File: config.mk
export PLATFORM = sky130hd
export DESIGN_NAME = button_event_decoder
export DESIGN_NICKNAME = d
export VERILOG_FILES = /design/src/rtl/button_event_decoder.sv
export SDC_FILE = /design/constraint.sdc
export NUM_CORES = 1
export LEC_CHECK = 0
export BUFFER_PORTS_ARGS = -buffer_cell sky130_fd_sc_hd__buf_2
export CAP_MARGIN = 0
export CELL_PAD_IN_SITES_DETAIL_PLACEMENT = 0
export CELL_PAD_IN_SITES_GLOBAL_PLACEMENT = 1
export CORE_MARGIN = 3
export CORE_UTILIZATION = 46
export CTS_CLUSTER_DIAMETER = 150
export DETAILED_ROUTE_END_ITERATION = 8
export PLACE_DENSITY = 0.82
export SLEW_MARGIN = 20
export SYNTH_ARGS = -nofsm -noshare
export SYNTH_HDL_FRONTEND = slang
export SYNTH_SLANG_ARGS = --single-unit
File: constraint.sdc
create_clock -name clk -period 3.84 [get_ports clk]
set_input_delay 0.768 -clock clk [delete_from_list [all_inputs] [get_ports clk]]
set_output_delay 0.768 -clock clk [all_outputs]
set_load 0.05 [all_outputs]
File: src/rtl/button_event_decoder.sv
// rtl/button_event_decoder.sv - classifies a debounced button level into click / double-click / long-press events
//
// Purpose:
//   Watches the debounced, clk-synchronous button level and reports user gestures.
//   A press shorter than LONG_CYCLES followed by a gap of GAP_CYCLES lows is a single
//   click. A re-press inside the gap turns it into a double click, reported when the
//   second press is released. A press held for LONG_CYCLES is a long press, and
//   long_held then stays up until the release is sampled.
//
// Ports:
//   clk            in   system clock, all logic on the rising edge
//   rst_n          in   synchronous reset, active low
//   button_pressed in   debounced button level, 1 = pressed
//   single_click   out  one-cycle pulse, single click recognised
//   double_click   out  one-cycle pulse, double click recognised
//   long_press     out  one-cycle pulse, long-press threshold reached
//   long_held      out  level, high from long_press until release is sampled
//   busy           out  level, gesture in progress (FSM not idle)

module button_event_decoder #(
  parameter int LONG_CYCLES = 50_000_000,
  parameter int GAP_CYCLES  = 12_500_000
) (
  input  logic clk,
  input  logic rst_n,
  input  logic button_pressed,
  output logic single_click,
  output logic double_click,
  output logic long_press,
  output logic long_held,
  output logic busy
);

  localparam int MAX_CYCLES = (LONG_CYCLES > GAP_CYCLES) ? LONG_CYCLES : GAP_CYCLES;
  localparam int CW         = $clog2(MAX_CYCLES) + 1;

  localparam logic [CW-1:0] LONG_CNT = CW'(LONG_CYCLES);
  localparam logic [CW-1:0] GAP_CNT  = CW'(GAP_CYCLES);
  localparam logic [CW-1:0] CNT_MAX  = '1;
  localparam logic [CW-1:0] CNT_ONE  = CW'(1);

  typedef enum logic [2:0] {
    IDLE      = 3'd0,
    PRESS1    = 3'd1,
    WAIT_GAP  = 3'd2,
    PRESS2    = 3'd3,
    LONG_HELD = 3'd4
  } state_t;

  state_t        state_q;
  logic [CW-1:0] cnt_q;
  logic [CW-1:0] cnt_d;
  logic          prev_q;
  logic          single_q;
  logic          double_q;
  logic          long_q;
  logic          held_q;
  logic          busy_q;

  // cnt_d is the count including the sample being taken on this edge, so a
  // compare against it fires on the edge that samples the N-th level.
  always_comb begin
    cnt_d = cnt_q;
    if (cnt_q != CNT_MAX) begin
      cnt_d = cnt_q + CNT_ONE;
    end
  end

  always_ff @(posedge clk) begin
    if (!rst_n) begin
      state_q  <= IDLE;
      cnt_q    <= '0;
      // Treat the pre-reset level as high so a button held through reset
      // release is not seen as a fresh press.
      prev_q   <= 1'b1;
      single_q <= 1'b0;
      double_q <= 1'b0;
      long_q   <= 1'b0;
      held_q   <= 1'b0;
      busy_q   <= 1'b0;
    end else begin
      prev_q   <= button_pressed;
      single_q <= 1'b0;
      double_q <= 1'b0;
      long_q   <= 1'b0;

      case (state_q)
        IDLE: begin
          if (button_pressed && !prev_q) begin
            state_q <= PRESS1;
            cnt_q   <= CNT_ONE;
            busy_q  <= 1'b1;
          end
        end

        PRESS1: begin
          if (button_pressed) begin
            cnt_q <= cnt_d;
            if (cnt_d == LONG_CNT) begin
              long_q  <= 1'b1;
              held_q  <= 1'b1;
              state_q <= LONG_HELD;
            end
          end else begin
            state_q <= WAIT_GAP;
            cnt_q   <= CNT_ONE;
          end
        end

        WAIT_GAP: begin
          // A re-press wins over gap expiry when both land on the same edge.
          if (button_pressed) begin
            state_q <= PRESS2;
          end else if (cnt_d == GAP_CNT) begin
            single_q <= 1'b1;
            state_q  <= IDLE;
            busy_q   <= 1'b0;
          end else begin
            cnt_q <= cnt_d;
          end
        end

        PRESS2: begin
          if (!button_pressed) begin
            double_q <= 1'b1;
            state_q  <= IDLE;
            busy_q   <= 1'b0;
          end
        end

        LONG_HELD: begin
          if (!button_pressed) begin
            held_q  <= 1'b0;
            state_q <= IDLE;
            busy_q  <= 1'b0;
          end
        end

        default: begin
          state_q <= IDLE;
          held_q  <= 1'b0;
          busy_q  <= 1'b0;
        end
      endcase
    end
  end

  assign single_click = single_q;
  assign double_click = double_q;
  assign long_press   = long_q;
  assign long_held    = held_q;
  assign busy         = busy_q;

endmodule

==> impl_metrics.yaml <==
sta:
  worst_pin_slew_ps: 848.9
  fin_setup_tns_ps: 0
  hold_violations: 0
  fin_ws_ps: 300.0
  drv_slew: 0
  post-route-period-util_pct: 92.19
  timing.slew.headroom_pct: 43.03
  clock_skew_ps: 6.781
  max_freq_mhz: 282.5
  grt_setup_unrepaired: "no"
  min_period_ps: 3540
  setup_viol: 0
worst_setup_path:
  cp-endpoint: "state_q[0]$_SDFFE_PN0P_"
  r2r_start: "cnt_q[0]$_SDFFE_PN0P_"
  end_kind: "flop"
  critPathArrivalTime_ps: 3740
  path_class: "reg2reg"
  ff2ff_setup_slack_ps: 300
  crit_start: "cnt_q[0]$_SDFFE_PN0P_"
  r2r_cells: 9
  worstPathMaxFanout: 9
  reg2reg_to: "state_q[0]$_SDFFE_PN0P_"
  startpoint_type: "flop"
  critPathRequiredTime_ps: 4040
floorplanning:
  die_area_um2: 6525
  pin_count: 8
  die_x_um: 80.78
  rows: 26
  core-area_um2: 5270
  initial_core_util_pct: 48.81
  die_y_um: 80.78
synthesis:
  yosysMostFrequentCell: "nand2_1"
  synthArstFlopShare_pct: 0
  synth_nets: 361
  synth_flop_cell: "dfxtp_1"
  ys_types: 56
  synth_edf_count: 0
  netlist_area_um2: 2572
  synth_common_cells: "45 x nand2_1, 36 x dfxtp_1, 28 x nor2_1"
  yosysWarnings: 0
  yosys.area.top_type_share_pct: 28.02
  synth_cells: 357
  synth-seq-cells: 36
  synth_top_cells_by_area: "dfxtp_1 28%, nand2_1 6.6%, a21oi_1 4.5%, nor2_1 4.1%, nand4_1 3.9%"
  seq_area_frac_synth_pct: 28.02
  syn_avg_cell_area_um2: 7.206
  yosys.area.top_type: "dfxtp_1"
clocking:
  clockBufferDepth: 2
  clkTransAtPathRegs_ps: 80
  cts_resized: 0
  cts-root-buf: "clkbuf_8"
  clkLatencyLatePin_ps: 290
  post_cts.repair.setup_buffers: 0
  cts_tree: "built"
  clock_sinks: 36
  ctsHoldBuffers: 0
  htree_num_levels: 2
  numCtsBuffers: 5
global_routing:
  grt_max_degree: 30
  grt.overflow.total: 0
  top_usage_layer: "met2"
  grt_use_met3_pct: 4.213
  grt.total_usage_pct: 28.10
  antenna_found_initial: 0
  grt_pass1_vias: 2576
  grtUsageMet2_pct: 42.72
  use_met1_pct: 40.54
  grt_pass1_wl_mm: 13.94
outcome:
  status: "completed"
detailed_routing:
  route.detailed.drc: 0
  route.vias.total: 2938
  drtIter0Drc: 394
  drt-pass1-iter-count: 5
  wl_per_cell_um: 19.55
  final_antenna_net_count: 0
  drt-total-wl_mm: 8.623
  via_per_inst: 6.662
place:
  place.gp.congestion: 0.9794
  portBuffers: 7
  dp_hpwl_mm: 6.242
  pre_cts_slack_ps: 325.4
  dp_cells: 433
power:
  clkPwrFrac_pct: 38.7
  seqPwrFrac_pct: 50.3
  power_density_nw_per_um2: 265.4
  p_leak_nw: 0.9576
  p_sw_share_pct: 28.22
  comb_power_share_pct: 11.0
  p_int_mw: 0.5447
  net-switching-power_mw: 0.2141
  ir_drop_mv: 0.1318
  total_power_mw: 0.7588
finish:
  nNetsFinal: 374
  syn_to_final_growth_pct: 11.14
  fin_cells: 441
  finish.utilization_pct: 54.25
  n_antenna_cell: 0
  drive_gt1_share_pct: 12.13
job:
  max_cap_violations: 0
hold_path:
  hold_path.class: "reg2reg"
## through the flow
step / hold slack, ps / instance area, um2
6_report: 493.1 / 2859
5_1_grt: 510.9 / 2859
4_1_cts: 493.4 / 2859
3_5_place_dp: 475.9 / 2766
3_3_place_gp: 463.0 / 2766
2_1_floorplan: 464.8 / 2572
## flip-flops by register name, summed over array words and instances, names as in the netlist
signal and flops:
cnt_q 27, busy 1, single_click 1, state_q 3
double_click 1, prev_q 1, long_held 1, long_press 1
## logic make-up (layout without fill, tap and decap cells)
kind of cell               after synthesis  after routing  synth area share [%]
muxes                                    4              4                 1.556
adders and majority gates                1              1                0.4863
DFF                                     36             36                 28.02
buffers and inverters                   37             51                 5.836
and+or+nand+nor                        173            173                 36.28
AOI/OAI and AO/OA                       98             98                 25.10
xor gates and xnor gates                 8              8                 2.724
## worst min path at each step
stage                                  from                      end  slack (ps)  depth (start not counted)
floorplan           state_q[0]$_SDFFE_PN0P_  double_click$_SDFF_PN0_         460                          2
global placement     long_held$_SDFFE_PN0P_   long_held$_SDFFE_PN0P_         460                          2
detailed placement   long_held$_SDFFE_PN0P_   long_held$_SDFFE_PN0P_         480                          2
CTS                  long_held$_SDFFE_PN0P_   long_held$_SDFFE_PN0P_         490                          2
global route         long_held$_SDFFE_PN0P_   long_held$_SDFFE_PN0P_         510                          2
finish               long_held$_SDFFE_PN0P_   long_held$_SDFFE_PN0P_         490                          2
## power by group through the flow
stage	Clock (mW)	Combinational, mW	Sequential, mW
after global routing	0.315	0.0894	0.383
after floorplan	0	0.0492	0.394
after CTS	0.298	0.0816	0.381
final	0.293	0.0838	0.382
after global placement	0	0.0817	0.390
after detailed placement	0	0.0812	0.390
## routing by layer
metal,up-vias,share of wire (%)
met5,-,0
li1,1383,-
met1,1387,45
met2,145,45
met3,23,7.5
met4,0,2.8
## critical path, stage by stage, from the launching register on
cell	delay, ps
dfxtp_1	470
ha_1	280
nand4_1	180
or4_1	700
nor4_1	380
o22ai_1	180
nor4_1	380
nand2_1	130
or4b_4	560
o21a_1	180
## layout make-up
class,instances,area [um2]
Clock buffer,6,82.58
Clock inverter,2,10.01
Fill cell,551,2411
Inverter,13,48.80
Multi-Input combinational cell,284,1702
Sequential cell,36,720.7
Tap cell,70,87.58
Timing Repair Buffer,30,207.7
## cell usage in the layout, fill, tap and decap left out, types with 4 or more instances in the layout
cell type  synthesis  layout
and3_1             6       6
mux2i_1            4       4
o211ai_1           7       7
nor4_1             8       8
xnor2_1            7       7
dfxtp_1           36      36
nor2_1            28      28
and4_1             5       5
inv_1             13      13
a31oi_1           11      11
nand4b_1           4       4
clkbuf_8           0       6
or3_1              6       6
nand4_1           16      16
nor3_1            13      13
nand2b_1           4       4
buf_2              7       7
buf_4              0      23
or4_1              9       9
nand2_1           45      45
a21oi_1           23      23
o21ai_0           19      18
nand3_1           17      17
a211oi_1           5       5
No activity file was read; power rests on OpenSTA's default activity.
